`config.mk`:
```
export PLATFORM = sky130hd
export DESIGN_NAME = wrap_boundary_chain_flat
export DESIGN_NICKNAME = d
export VERILOG_FILES = /design/src/rtl/wrap_pkg.sv /design/src/rtl/wrap_boundary_chain_if.sv /design/src/rtl/wrap_cell.sv /design/src/rtl/wrap_boundary_chain.sv /design/src/flat_wrapper.sv
export SDC_FILE = /design/constraint.sdc
export NUM_CORES = 1
export LEC_CHECK = 0
export ABC_AREA = 0
export CORE_ASPECT_RATIO = 1.4
export CORE_MARGIN = 2
export CORE_UTILIZATION = 53
export DETAILED_ROUTE_END_ITERATION = 7
export GPL_TIMING_DRIVEN = 1
export PLACE_DENSITY = 0.94
export SYNTH_ARGS = -nofsm -noshare
export SYNTH_HDL_FRONTEND = slang
export SYNTH_HIERARCHICAL = 1
export SYNTH_SLANG_ARGS = --single-unit
```
`constraint.sdc`:
```
create_clock -name TDR_TCK -period 2.8 [get_ports TDR_TCK]
set_clock_uncertainty 0.15 [all_clocks]
set_input_delay 0.28 -clock TDR_TCK [delete_from_list [all_inputs] [get_ports TDR_TCK]]
set_output_delay 0.28 -clock TDR_TCK [all_outputs]
set_load 0.02 [all_outputs]
```
`src/rtl/wrap_pkg.sv`:
```
// Shared types for the core-wrapper boundary chain: wrapper mode encoding.
package wrap_pkg;

  localparam int MODE_W = 2;

  typedef enum logic [MODE_W-1:0] {
    FUNC   = 2'd0,
    INTEST = 2'd1,
    EXTEST = 2'd2,
    SAFE   = 2'd3
  } wrap_mode_e;

endpackage

```
`src/rtl/wrap_boundary_chain_if.sv`:
```
// TDR control, serial test path and functional buses of the wrapper boundary chain.
interface wrap_boundary_chain_if #(
  parameter int NUM_IN  = 3,
  parameter int NUM_OUT = 3
) ();
  import wrap_pkg::*;

  localparam int CW = $clog2(NUM_IN + NUM_OUT + 2);

  logic               TDR_CAPTURE;
  logic               TDR_SHIFT;
  logic               TDR_UPDATE;
  logic               WRAP_TDR_EN;
  logic [MODE_W-1:0]  wrap_mode;
  logic               CTI;
  logic               CTO;
  logic [NUM_IN-1:0]  core_func_in;
  logic [NUM_IN-1:0]  func_in_core;
  logic [NUM_OUT-1:0] core_func_out;
  logic [NUM_OUT-1:0] func_out_pad;
  logic [CW-1:0]      shift_cnt;
  logic               len_err;

  modport master (
    output TDR_CAPTURE, TDR_SHIFT, TDR_UPDATE, WRAP_TDR_EN, wrap_mode, CTI,
           core_func_in, core_func_out,
    input  CTO, func_in_core, func_out_pad, shift_cnt, len_err
  );

  modport slave (
    input  TDR_CAPTURE, TDR_SHIFT, TDR_UPDATE, WRAP_TDR_EN, wrap_mode, CTI,
           core_func_in, core_func_out,
    output CTO, func_in_core, func_out_pad, shift_cnt, len_err
  );

endinterface

```
`src/rtl/wrap_cell.sv`:
```
// One boundary bit: shift flop with capture/shift mux and an update flop.
module wrap_cell #(
  parameter logic RST_VAL = 1'b0
) (
  input  logic i_clk,
  input  logic i_rst,
  input  logic i_en,
  input  logic i_capture,
  input  logic i_shift,
  input  logic i_update,
  input  logic i_cap_d,
  input  logic i_ser_d,
  output logic o_sr,
  output logic o_upd
);

  logic r_sr;
  logic r_upd;

  always_ff @(posedge i_clk or posedge i_rst) begin
    if (i_rst) begin
      r_sr  <= 1'b0;
      r_upd <= RST_VAL;
    end else if (i_en) begin
      // capture wins over shift; update always sees the pre-edge shift value
      if (i_capture)    r_sr <= i_cap_d;
      else if (i_shift) r_sr <= i_ser_d;
      if (i_update)     r_upd <= r_sr;
    end
  end

  assign o_sr  = r_sr;
  assign o_upd = r_upd;

endmodule

```
`src/rtl/wrap_boundary_chain.sv`:
```
// Parametrised wrapper boundary register: NUM_IN input + NUM_OUT output cells, mode, bypass, length check.
// Define WRAP_SAFE_MODE_EN to enable SAFE mode; otherwise mode 3 latches as FUNC.
module wrap_boundary_chain
  import wrap_pkg::*;
#(
  parameter int                 NUM_IN   = 3,
  parameter int                 NUM_OUT  = 3,
  parameter logic [NUM_IN-1:0]  SAFE_IN  = '1,
  parameter logic [NUM_OUT-1:0] SAFE_OUT = '1
) (
  input logic                  TDR_TCK,
  input logic                  TDR_TRESET,
  wrap_boundary_chain_if.slave bus
);

  localparam int L  = NUM_IN + NUM_OUT;
  localparam int CW = $clog2(NUM_IN + NUM_OUT + 2);
  localparam logic [CW-1:0] CNT_MAX = '1;
  localparam logic [CW-1:0] CNT_LEN = CW'(L);
  localparam logic [L-1:0]  UPD_RST = {SAFE_OUT, SAFE_IN};

  logic [L-1:0]  w_cap_d;
  logic [L-1:0]  w_ser_d;
  logic [L-1:0]  w_sr;
  logic [L-1:0]  w_upd;
  wrap_mode_e    w_mode_next;
  wrap_mode_e    r_mode;
  logic [CW-1:0] r_cnt;
  logic          r_len_err;
  logic          r_bypass;

  assign w_cap_d = {bus.core_func_out, bus.core_func_in};
  assign w_ser_d = {w_sr[L-2:0], bus.CTI};

  genvar gi;
  generate
    for (gi = 0; gi < L; gi++) begin : g_cell
      wrap_cell #(.RST_VAL(UPD_RST[gi])) u_cell (
        .i_clk     (TDR_TCK),
        .i_rst     (TDR_TRESET),
        .i_en      (bus.WRAP_TDR_EN),
        .i_capture (bus.TDR_CAPTURE),
        .i_shift   (bus.TDR_SHIFT),
        .i_update  (bus.TDR_UPDATE),
        .i_cap_d   (w_cap_d[gi]),
        .i_ser_d   (w_ser_d[gi]),
        .o_sr      (w_sr[gi]),
        .o_upd     (w_upd[gi])
      );
    end
  endgenerate

`ifdef WRAP_SAFE_MODE_EN
  assign w_mode_next = wrap_mode_e'(bus.wrap_mode);
`else
  assign w_mode_next = (wrap_mode_e'(bus.wrap_mode) == SAFE) ? FUNC : wrap_mode_e'(bus.wrap_mode);
`endif

  always_ff @(posedge TDR_TCK or posedge TDR_TRESET) begin
    if (TDR_TRESET) begin
      r_mode    <= FUNC;
      r_cnt     <= '0;
      r_len_err <= 1'b0;
      r_bypass  <= 1'b0;
    end else if (bus.WRAP_TDR_EN) begin
      if (bus.TDR_CAPTURE)                     r_cnt <= '0;
      else if (bus.TDR_SHIFT && r_cnt != CNT_MAX) r_cnt <= r_cnt + CW'(1);
      if (bus.TDR_UPDATE) begin
        r_mode <= w_mode_next;
        if (r_cnt != CNT_LEN) r_len_err <= 1'b1;
      end
    end else if (bus.TDR_SHIFT) begin
      r_bypass <= bus.CTI;
    end
  end

  // both sources are flops, so CTO has no combinational path from CTI
  assign bus.CTO       = bus.WRAP_TDR_EN ? w_sr[L-1] : r_bypass;
  assign bus.shift_cnt = r_cnt;
  assign bus.len_err   = r_len_err;

  always_comb begin
    bus.func_in_core = bus.core_func_in;
    bus.func_out_pad = bus.core_func_out;
    case (r_mode)
      INTEST: bus.func_in_core = w_upd[NUM_IN-1:0];
      EXTEST: bus.func_out_pad = w_upd[L-1:NUM_IN];
`ifdef WRAP_SAFE_MODE_EN
      SAFE: begin
        bus.func_in_core = SAFE_IN;
        bus.func_out_pad = SAFE_OUT;
      end
`endif
      default: ;
    endcase
  end

endmodule

```
`src/flat_wrapper.sv`:
```
// flat-port wrapper written by rule: the top's interface ports become plain ports
module wrap_boundary_chain_flat import wrap_pkg::*;
#(
  parameter int                 NUM_IN   = 3,
  parameter int                 NUM_OUT  = 3,
  parameter logic [NUM_IN-1:0]  SAFE_IN  = '1,
  parameter logic [NUM_OUT-1:0] SAFE_OUT = '1
)
  (TDR_TCK, TDR_TRESET, bus_TDR_CAPTURE, bus_TDR_SHIFT, bus_TDR_UPDATE, bus_WRAP_TDR_EN, bus_wrap_mode, bus_CTI, bus_core_func_in, bus_core_func_out, bus_CTO, bus_func_in_core, bus_func_out_pad, bus_shift_cnt, bus_len_err);
  wrap_boundary_chain_if #(.NUM_IN(NUM_IN), .NUM_OUT(NUM_OUT)) bus_i ();
  input logic TDR_TCK;
  input logic TDR_TRESET;
  input wire logic [$bits(bus_i.TDR_CAPTURE)-1:0] bus_TDR_CAPTURE;
  input wire logic [$bits(bus_i.TDR_SHIFT)-1:0] bus_TDR_SHIFT;
  input wire logic [$bits(bus_i.TDR_UPDATE)-1:0] bus_TDR_UPDATE;
  input wire logic [$bits(bus_i.WRAP_TDR_EN)-1:0] bus_WRAP_TDR_EN;
  input wire logic [$bits(bus_i.wrap_mode)-1:0] bus_wrap_mode;
  input wire logic [$bits(bus_i.CTI)-1:0] bus_CTI;
  input wire logic [$bits(bus_i.core_func_in)-1:0] bus_core_func_in;
  input wire logic [$bits(bus_i.core_func_out)-1:0] bus_core_func_out;
  output wire logic [$bits(bus_i.CTO)-1:0] bus_CTO;
  output wire logic [$bits(bus_i.func_in_core)-1:0] bus_func_in_core;
  output wire logic [$bits(bus_i.func_out_pad)-1:0] bus_func_out_pad;
  output wire logic [$bits(bus_i.shift_cnt)-1:0] bus_shift_cnt;
  output wire logic [$bits(bus_i.len_err)-1:0] bus_len_err;
  assign bus_i.TDR_CAPTURE = bus_TDR_CAPTURE;
  assign bus_i.TDR_SHIFT = bus_TDR_SHIFT;
  assign bus_i.TDR_UPDATE = bus_TDR_UPDATE;
  assign bus_i.WRAP_TDR_EN = bus_WRAP_TDR_EN;
  assign bus_i.wrap_mode = bus_wrap_mode;
  assign bus_i.CTI = bus_CTI;
  assign bus_i.core_func_in = bus_core_func_in;
  assign bus_i.core_func_out = bus_core_func_out;
  assign bus_CTO = bus_i.CTO;
  assign bus_func_in_core = bus_i.func_in_core;
  assign bus_func_out_pad = bus_i.func_out_pad;
  assign bus_shift_cnt = bus_i.shift_cnt;
  assign bus_len_err = bus_i.len_err;
  wrap_boundary_chain #(.NUM_IN(NUM_IN), .NUM_OUT(NUM_OUT), .SAFE_IN(SAFE_IN), .SAFE_OUT(SAFE_OUT)) u_core (.TDR_TCK(TDR_TCK), .TDR_TRESET(TDR_TRESET), .bus(bus_i));
endmodule
```
Word-level counts from Yosys, hierarchy flattened
Cells that the tools add are included.

cells by class
  reductions and logical operators = 8
  eq/ne operators = 5
  bitwise logic cells = 1
  $add $sub $neg = 1
  multiplexer cells = 18

operators by type and width
  kind                                                 count
  two-way mux 1 bit                                    13
  two-way mux 3 bit                                    4
  AND reduction 2 bit                                  4
  inequality test 3 bit, second input constant         2
  equality test 2 bit, second input constant           2
  nonzero test 2 bit                                   2
  adder 3 x 1 -> 3 bit, second input constant          1
  AND reduction 3 bit                                  1
  equality test 2 x 1 -> 1 bit, second input constant  1
  two-way mux 2 bit                                    1
  logical AND 1 bit                                    1
  NOT 1 bit                                            1

word-level totals
  register bits after elaboration = 19
  word-level logic and storage cells = 49
  input port bits = 15

Longest topological paths before layout
  word-level depth = 4
  gate-level depth with buffers = 5
  depth with buffers taken out = 5

Cells and area by module
Netlist, hierarchy kept.

modules (own cells, without submodules)
  module               area each (um2)  instances  cells each  sequential area each (um2)
  wrap_cell            116.4            6          10          51.3
  wrap_boundary_chain  459.2            1          41          175.2

Least setup slack after synthesis
OpenSTA, ideal clock, no wires.

  path type = register to register
  from = reg u_core.r_cnt[0], in the netlist u_core/bus.shift_cnt[0]
  to = reg u_core.r_cnt[0], in the netlist u_core/bus.shift_cnt[0]
  path slack = 1176 ps
  cell stages (with the launch flop) = 6
  buffers on the path = 0
  required time = 2525 ps
  data arrival time = 1349 ps
  period minus slack after synthesis = 1624 ps
  cells stage by stage = dfrtp_1 > ha_1 > ha_1 > nor2b_4 > o21ai_0 > mux2_2

on the way
  longest elaborated chain between the ends = 4
  elaborated cells between the ends (all ways) = 7
  classes of those cells = add/sub: 1; eq/ne: 1; mux: 2; reduce/logical: 3

ends and longest elaborated chain
  element                                                       RTL line                   text
  from (decl)                                                   wrap_boundary_chain.sv:28  logic [CW-1:0] r_cnt;
  from (signal assigned)                                        wrap_boundary_chain.sv:67  else if (bus.TDR_SHIFT && r_cnt != CNT_MAX) r_cnt <= r_cnt + CW'(1);
  branches (longest 4 deep; another with adder 3 x 1 -> 3 bit)  n/a

Several ways; the timed one is not identified. The select of a mux whose other input is x is not followed.
A chain may end at the register's enable or synchronous reset.

Worst setup path in the final report
  from = reg u_core.r_mode[0]
  to = out bus_func_out_pad[1]

on the way
  longest elaborated chain between the ends = 2

ends and longest elaborated chain
  element                 RTL line                   text
  from (decl)             wrap_boundary_chain.sv:27  wrap_mode_e r_mode;
  from (signal assigned)  wrap_boundary_chain.sv:69  r_mode <= w_mode_next;
  equality test 2 bit     wrap_boundary_chain.sv:85  case (r_mode)
  two-way mux 3 bit       wrap_boundary_chain.sv:85
  to (decl)               flat_wrapper.sv:23         output wire logic [$bits(bus_i.func_out_pad)-1:0] bus_func_out_pad;

Every way passes these cells.

==> results.toml <==
[worst_setup_path]
critPathMaxFanout = 3
arrival_ns = 1.89
critPathRequiredTime_ns = 2.37
rr_worst_depth = 5
worst_setup_path_start_kind = "flop"
critical_path_class = "flop to primary output"
endpoint_kind = "primary output"

[placement]
portBuffers = 25
gp_congestion = 0.7768
hpwl_um = 1826

[route]
drtPass1Iterations = 4
met3WireLength_um = 122
ant_nets = 0
drt_iter0_drc = 26
wirelength_um = 2530
highest_layer = "met4"
drt-wirelength-per-cell_um = 16.54
vias = 869
via_per_inst = 5.680
met1Wirelength_um = 1029
dr_wl_met2_um = 1348
drc = 0

[clock_network]
cts_setup_buffers = 0
clk_latency_ns = 0.30
cts_buffer_depth = 2
cts_resized = 0
hold_buffers = 0
cts_buffers = 3
cts_tree = "built"
path_clk_slew_ns = 0.12
clock_sinks = 19
htree_levels = 1
root_buffer = "clkbuf_4"

[yosys]
synth_area_leaders = "dfrtp_1 28%, dfstp_2 14%, mux2_2 7.8%"
yosysMostFrequentCell = "inv_1"
postSynthAreaPerCell_um2 = 11.46
synth-xor-area-share_pct = 0
synthMuxAreaShare_pct = 15.57
synthesis.nets = 119
synth_top_family_by_area = "simple AND/OR/NAND/NOR gates"
synthCells = 101
synth_edf_count = 0
async_reset_ff_share_pct = 100.0
synth_cell_types = 22
synth_fa_ha_area_share_pct = 3.243
yosysTopAreaCell = "dfrtp_1"
ys_seq_area_share_pct = 41.73
synth_top_cells_by_count = "16 x inv_1, 13 x dfrtp_1, 9 x nand2_1, 9 x o21ai_0, 8 x mux2_2"
synthFlopType = "dfrtp_1"
synth_compound_area_share_pct = 13.95
ys_ff_latch = 19
synthesis.area_mm2 = 0.001157
synth_top_area_share_pct = 28.11
yosysWarningCount = 6
synth_simple_gate_area_share_pct = 20.32

[timing]
maxSlewHeadroom_pct = 54.97
min_period_ns = 2.325
hold_slack_ns = 0.1704
hold_violations = 0
fmax_mhz = 430.1
rsz0062_at_grt = "no"
slew_viol_final = 0
min_period_over_period_pct = 83.03
setup_viol = 0
setup_tns_ns = 0
tightest_slew_ns = 0.6733

[pwr]
p_leak_nw = 0.6983
p_per_area_mw_per_mm2 = 484.5
irDropWorstVdd_uv = 365.1

[layout]
antenna_cells = 0
drive_gt1_share_pct = 32.06
fin_nets = 150
fill_cells = 170
syn2layout_area_growth_pct = 27.03

[floorplanning]
ios = 26
fp.dieH_um = 59.29
dieArea_mm2 = 0.002579
initial_utilization_pct = 54.41
coreArea_mm2 = 0.002127
rows = 20
fp.dieW_um = 43.50

[grt]
grt_pass1_vias = 927
antenna_found_initial = 0
grt_pass1_wl_um = 4140
grt_max_degree = 28
grt_use_total_pct = 21.91
grt-ovfl-total = 0

[hold_path]
min_path_type = "primary input to asynchronous set/reset pin"

[flow_run]
cap_violations = 0

[outcome]
status = "finished clean"
[state kept, by name, indices dropped and copies added, names as in the netlist]
| name | count |
|---|---|
| u_core/bus.shift_cnt | 3 |
| u_core/r_mode | 2 |
| u_core/bus.len_err | 1 |
| u_core/r_bypass | 1 |
| u_core/g_cell.u_cell/o_sr | 6 |
| u_core/g_cell.u_cell/o_upd | 6 |
[report_power, final]
part | internal [W] | total [W] | switching, W
clock network | 0.0000532 | 0.000141 | 0.0000875
logic | 0.000122 | 0.000215 | 0.0000923
registers | 0.000328 | 0.000357 | 0.0000286
[routing by layer]
layer,track usage [%],vias to the layer above
met3,3.049,2
li1,-,418
met2,38.38,26
met5,0,-
met1,25.24,423
met4,12.12,0
[cells by family (layout without fill, tap and decap cells)]
| family | count (synthesis) | in the layout |
|---|---|---|
| buffers and inverters | 16 | 46 |
| AO/OA/AOI/OAI | 20 | 20 |
| adder cells (fa/ha/maj) | 3 | 3 |
| multiplexers | 14 | 14 |
| AND/OR/NAND/NOR | 29 | 29 |
| flip-flops | 19 | 19 |
[through the flow]
step | cells | utilization, % | setup WS [ns] | total power, W | cell area [um2]
floorplan | 101 | - | 1.176 | 0.0004836 | 1157
global placement | 149 | 67.82 | 0.6916 | 0.0005656 | 1443
detailed placement | 149 | 67.82 | 0.6967 | 0.0005759 | 1443
CTS | 153 | 69.12 | 0.4491 | 0.0007186 | 1470
global route | 153 | 69.12 | 0.4334 | 0.0007457 | 1470
finish | 153 | 69.12 | 0.4751 | 0.0007122 | 1470
[cell usage in the layout, fill, tap and decap left out, drive strengths merged]
cell            n
inv            16
nand2b          2
dfstp           6
ha              3
mux2           14
a31o            1
clkdlybuf4s50  25
and2b           2
clkinv          1
o21ai           9
buf             1
dfrtp          13
and3b           6
clkbuf          3
nand2           9
a22o            1
or2             1
a21boi          1
nor3b           2
a221o           1
a211oi          6
nor2b           1
a21oi           1
and4bb          6
[cell type report]
type	count	area (um2)	area share, %
Multi-Input combinational cell	66	614.3	41.79
Sequential cell	19	483.0	32.85
Timing Repair Buffer	26	257.7	17.53
Inverter	16	60.06	4.085
Tap cell	22	27.53	1.872
Clock buffer	3	22.52	1.532
Clock inverter	1	5.005	0.3404
[worst max-delay path, cell delays in order (launching register included)]
cell and delay, ns:
dfrtp_1 0.41, and2b_1 0.30, mux2_2 0.36, clkdlybuf4s50_1 0.54
[path summary, 6_finish.rpt]
check | from | to | slack, ns
hold / removal | TDR_TRESET | u_core/g_cell[3].u_cell/o_sr | 0.17
setup / recovery | u_core/r_mode[0] | bus_func_out_pad[1] | 0.48
hold reg to reg | u_core/bus.len_err | u_core/bus.len_err | 0.36
max in group asynchronous | TDR_TRESET | u_core/bus.len_err | 1.99
min in group TDR_TCK | u_core/bus.len_err | u_core/bus.len_err | 0.36
setup reg to reg | u_core/bus.shift_cnt[0] | u_core/bus.shift_cnt[0] | 1.12
Note: power is estimated with default switching activity, not from simulation.
==> edit 1: new RTL, same flow settings <==
Add a define of `WRAP_SAFE_MODE_EN`.
--- a/src/rtl/wrap_boundary_chain.sv
+++ b/src/rtl/wrap_boundary_chain.sv
@@ -1,4 +1,6 @@
 // Parametrised wrapper boundary register: NUM_IN input + NUM_OUT output cells, mode, bypass, length check.
 // Define WRAP_SAFE_MODE_EN to enable SAFE mode; otherwise mode 3 latches as FUNC.
+`define WRAP_SAFE_MODE_EN
+
 module wrap_boundary_chain
   import wrap_pkg::*;
Function: changed (a bounded check fails within 4 cycles, from zero or initial values and one cycle with TDR_TRESET high).
==> edit 1 against the original RTL <==
- total power increased by 13%
- non-clock buffer count unchanged
- count of clock-buffer cells in the layout increased by 1
- sequential cell count unchanged
- synthesized area increased by 0.76%
- routed wire length increased by 3.1%
- setup slack improved by 120 ps
- utilization decreased by 0.65 points
- final area decreased by 0.94%
- highest routed layer unchanged
==> edit 1: results (changes against the original RTL) <==
Run status
  • Outcome: finished clean (unchanged)

Global routing
  • Gr usage total: 22.1% (was 21.9%)
  • Met1 Resource Use GR: 27.5% (was 25.2%)
  • Vias in the first global route: 938 (was 927)
  • Pin count of the biggest net entering global routing: 32 (was 28)
  • Global-route wire length before repair: 4260 um (was 4140 um)
  • Grt peak-use layer: met2 (unchanged)
  • Met2 track demand over resource: 37.4% (was 38.4%)
  • Met3 usage: 4.57% (was 3.05%)
  • Initial antenna violation count: 0 (unchanged)

Setup path
  • Worst R2R Start: u_core/bus.shift_cnt[0] (unchanged)
  • Reg2Reg Depth: 5 (unchanged)
  • Flop2flop setup slack: ~1100 ps
  • Reg-to-Reg End: u_core/bus.shift_cnt[2] (was u_core/bus.shift_cnt[0])
  • CP delay by family, top: buffers and inverters (unchanged)
  • Worst Path Arrival: 1780 ps (was 1890 ps)
  • Critical-path maximum fanout: 10 (was 3)
  • Crit path largest cell delay: 630 ps (was 540 ps)
  • Slowest CP cell: clkdlybuf4s50_1 (unchanged)

Synth
  • Most instantiated cells after synthesis: inv_1 (15), dfrtp_1 (13), nor2_1 (12), a21oi_1 (8), nand2_1 (8) (was inv_1 (16), dfrtp_1 (13), nand2_1 (9), o21ai_0 (9), mux2_2 (8))
  • Yosys warnings: 6 (unchanged)
  • Yosys cell types: 22 (unchanged)
  • Mux contribution to synthesized area: 12.9% (was 15.6%)
  • Ranking of synthesized cells by area: dfrtp_1 (28%), dfstp_2 (14%), mux2_4 (9.0%) (was dfrtp_1 (28%), dfstp_2 (14%), mux2_2 (7.8%))
  • Synth Area in Compound Gates: 15.6% (was 13.9%)
  • Mapped Nets: 129 (was 119)
  • Post-synthesis adder-cell area fraction: 3.22% (was 3.24%)
  • Async set or reset register ratio after synthesis: 100% (unchanged)
  • Post-Synth XOR/XNOR Area: 0% (unchanged)
  • Sequential share of the synthesized area: 41.4% (was 41.7%)

Routing
  • Pre-antenna DRT Iters: 4 (unchanged)
  • Vias per inst: 5.68 (about the same)
  • Detailed Route Iter0 Violations: 38 (was 26)
  • DRT Wirelength: 2610 um (was 2530 um)

Placed design
  • RePlAce Congestion: 0.736 (was 0.777)
  • HPWL Detailed: 1870 um (was 1830 um)
  • Placed cell area: 1430 um^2 (was 1440 um^2)
  • PortBufs: 25 (unchanged)

Clock network
  • Htree depth: 1 (unchanged)
  • Post-CTS sizing: 0 (unchanged)
  • CTS clk-pin slew, worst paths: ~110 ps
  • Root Driver: clkbuf_4 (unchanged)
  • Post-CTS setup buffers: 0 (unchanged)
  • Max Buffers Root-to-Sink: 2 (unchanged)
  • Clock latency on the worst-skew pair: 300 ps (about the same)
  • Num CTS Buffers: 3 (unchanged)

Final layout
  • Fraction of layout cells with a size suffix above 1: 26.1% (was 32.1%)
  • Final #Nets: 157 (was 150)
  • Ant. Diodes: 0 (unchanged)

Timing
  • Slew margin rel.: 57.0% (was 55.0%)

Pwr
  • P_sw: 0.000264 W (was 0.000208 W)
  • Maximum vdd ir drop: 0.370 mV (was 0.365 mV)
  • LEAKAGE: 0.687 nW (was 0.698 nW)

Hold path
  • Hold crit path type: in2async (unchanged)
edit 1: power by group through the flow:
| stage | clock [W] | sequential [W] | combinational, W |
|---|---|---|---|
| finish | 0.000144 | 0.000388 | 0.000275 |
| floorplan | 0 | 0.000382 | 0.000164 |
| CTS | 0.000145 | 0.000388 | 0.000277 |
| detailed placement | 0 | 0.000392 | 0.000275 |
| global placement | 0 | 0.000387 | 0.000265 |
| global route | 0.000157 | 0.000394 | 0.000295 |
edit 1: cell families (layout without fill, tap and decap cells):
| logic type | Yosys count | after routing |
|---|---|---|
| and+or+nand+nor | 36 | 36 |
| AOI/OAI and AO/OA | 24 | 24 |
| DFF | 19 | 19 |
| muxes | 11 | 11 |
| buffers and inverters | 18 | 45 |
| adders and majority gates | 3 | 3 |
edit 1: through the flow:
step	hold WS, ps	setup WS, ps	util [%]	cells	power, W
4_1_cts	187	593	68.5	160	0.000809
6_report	186	594	68.5	160	0.000807
3_5_place_dp	318	670	67.2	156	0.000667
5_1_grt	195	501	68.5	160	0.000846
3_3_place_gp	310	687	67.2	156	0.000652
2_1_floorplan	-130	1150	-	111	0.000546
edit 1: per-layer routing:
| metal | share of wire (%) | up-vias |
|---|---|---|
| met5 | 0 | - |
| met1 | 41 | 447 |
| met4 | 1.5 | 0 |
| met2 | 54 | 19 |
| li1 | - | 438 |
| met3 | 3.3 | 5 |
edit 1: area by class of cell:
type | count | area [um^2]
Inverter | 15 | 56.3
Fill cell | 165 | 671
Clock buffer | 4 | 26.3
Multi-Input combinational cell | 74 | 606
Sequential cell | 19 | 483
Timing Repair Buffer | 26 | 258
Tap cell | 22 | 27.5
edit 1: worst max-delay path by stage:
stage	start	endpoint	slack (ps)	cells past startpoint
global placement	bus_WRAP_TDR_EN	bus_CTO	690	3
CTS	u_core/r_mode[0]	bus_func_out_pad[0]	590	3
global route	u_core/r_mode[1]	bus_func_in_core[2]	500	3
detailed placement	bus_WRAP_TDR_EN	bus_CTO	670	3
finish	u_core/r_mode[0]	bus_func_out_pad[0]	590	3
floorplan	u_core/bus.shift_cnt[0]	u_core/bus.shift_cnt[2]	1150	5
==> edit 2: new RTL, same settings <==
Made on the original files. Reset style: synchronous (`TDR_TRESET` and `i_rst`), changed in 2 clocked blocks.
--- a/src/rtl/wrap_cell.sv
+++ b/src/rtl/wrap_cell.sv
@@ -18,5 +18,5 @@
   logic r_upd;
 
-  always_ff @(posedge i_clk or posedge i_rst) begin
+  always_ff @(posedge i_clk) begin
     if (i_rst) begin
       r_sr  <= 1'b0;
--- a/src/rtl/wrap_boundary_chain.sv
+++ b/src/rtl/wrap_boundary_chain.sv
@@ -57,5 +57,5 @@
 `endif
 
-  always_ff @(posedge TDR_TCK or posedge TDR_TRESET) begin
+  always_ff @(posedge TDR_TCK) begin
     if (TDR_TRESET) begin
       r_mode    <= FUNC;
Formal check against the unedited RTL: differs if TDR_TRESET is asserted again (counterexample within 4 cycles, from zero or initial values and one cycle with TDR_TRESET high); with TDR_TRESET held inactive, the same outputs for 10 cycles.
==> edit 2 against the original RTL <==
- cell count shrank 1.3%
- sequential cell count unchanged
- sequential power decreased by 17%
- total power fell by 22%
- die area down 11%
- synthesized area fell by 12%
- utilization rose by 5.4 points
- final area fell by 9.9%
- routed wire length decreased by 11%
- setup slack better by 1.1 ps
==> edit 2: results (changes against the original RTL) <==
Pwr
  • PwrDens: 422 nW/um^2 (was 484 nW/um^2)
  • Maximum vdd ir drop: 0.330 mV (was 0.365 mV)
  • Comb power frac: 22.2% (was 30.1%)
  • Internal cell power: 0.000409 W (was 0.000504 W)
  • Clock network power share: 24.4% (was 19.8%)
  • LEAKAGE: 0.491 nW (was 0.698 nW)

Placed design
  • DP Worst Slack: 709 ps (was 697 ps)
  • RePlAce Congestion: 0.703 (was 0.777)
  • Placed cell area: 1300 um^2 (was 1440 um^2)
  • HPWL Detailed: 1530 um (was 1830 um)

Hold path
  • Hold crit path type: reg2reg (was in2async)

Final layout
  • Seq/total area: 28.7% (was 32.9%)
  • Fraction of area in multi-input gates: 47.1% (was 41.8%)
  • Seq_cells: 19 (unchanged)
  • Layout non-clock buf frac: 20.0% (was 17.5%)
  • Non-filler instance count after layout: 151 (was 153)
  • Comb_multi_in: 80 (was 66)
  • Fraction of layout cells with a size suffix above 1: 11.5% (was 32.1%)
  • Signal buffers: 27 (was 26)
  • Invs w/o clock: 1 (was 16)
  • Clkbuf count: 4 (was 3)
  • Layout clock area frac: 1.98% (was 1.87%)
  • Fillers: 137 (was 170)
  • Utilization after layout: 74.5% (was 69.1%)

Synth
  • Sequential share of the synthesized area: 37.3% (was 41.7%)
  • Yosys cell types: 23 (was 22)
  • Mux contribution to synthesized area: 8.71% (was 15.6%)
  • Synth Area in Compound Gates: 20.5% (was 13.9%)
  • Most instantiated cells after synthesis: dfxtp_1 (19), nand2_1 (11), nor2_1 (8) (was inv_1 (16), dfrtp_1 (13), nand2_1 (9), o21ai_0 (9), mux2_2 (8))
  • Async set or reset register ratio after synthesis: 0% (was 100%)
  • Top_reg_cell synth: dfxtp_1 (was dfrtp_1)
  • Post-synthesis adder-cell area fraction: 3.68% (was 3.24%)
  • Syn_area_per_cell: 10.1 um^2 (was 11.5 um^2)
  • Post-Synth XOR/XNOR Area: 0% (unchanged)
  • Ranking of synthesized cells by area: dfxtp_1 (37%), and4bb_1 (7.4%), a311o_2 (6.6%) (was dfrtp_1 (28%), dfstp_2 (14%), mux2_2 (7.8%))

Run status
  • Outcome: finished clean (unchanged)

Global routing
  • Pin count of the biggest net entering global routing: 40 (was 28)
  • Vias in the first global route: 810 (was 927)
  • Met3 usage: 2.40% (was 3.05%)
  • Gr usage total: 20.9% (was 21.9%)
  • Met1 Resource Use GR: 27.4% (was 25.2%)
  • Global-route wire length before repair: 3430 um (was 4140 um)

Die
  • Die X: 41.1 um (was 43.5 um)

Setup path
  • Critical path launch point: u_core/r_mode[1] (was u_core/r_mode[0])
  • Worst R2R Start: u_core/bus.shift_cnt[0] (unchanged)

Routing
  • Met3 wire len: 142 um (was 122 um)
  • DRT Wirelength: 2240 um (was 2530 um)
  • Total number of vias: 945 (was 869)
  • Detailed Route Iter0 Violations: 17 (was 26)
  • DR WL met2: 1110 um (was 1350 um)
  • Met1 Wirelength: 949 um (was 1030 um)
  • Highest Signal Layer: met4 (unchanged)

Timing
  • Worst-Margin Slew: 707 ps (was 673 ps)

Clock network
  • CTS clk-pin slew, worst paths: 100 ps (was 120 ps)
==> edit 2: changes by cell type in the layout (fill, tap and decap cells not counted), sizes merged, moves of 7 or more <==
| cell | before | now |
|---|---|---|
| dfrtp | 13 | 0 |
| o21ai | 9 | 0 |
| nor2 | 0 | 9 |
| inv | 16 | 1 |
| dfxtp | 0 | 19 |
| mux2 | 14 | 7 |
==> edit 2: cell families after synthesis <==
| logic type | after synthesis |
|---|---|
| simple gates | 45 |
| flops | 19 |
| fa+ha+maj | 3 |
| mux | 8 |
| compound gates | 24 |
| buf+inv | 2 |
==> edit 2: path summary, 6_finish.rpt <==
kind         depth (start not counted)  slack, ps                 endpoint
max                                  3        480      bus_func_out_pad[0]
min reg2reg                          2        320         u_core/r_mode[1]
min                                  2        320         u_core/r_mode[1]
max reg2reg                          5       1150  u_core/bus.shift_cnt[0]
==> edit 2: worst max-delay path, stage by stage, from the launching register on <==
cell and delay, ps:
dfxtp_1 360, nor2b_1 330, mux2_1 370, clkdlybuf4s50_1 540
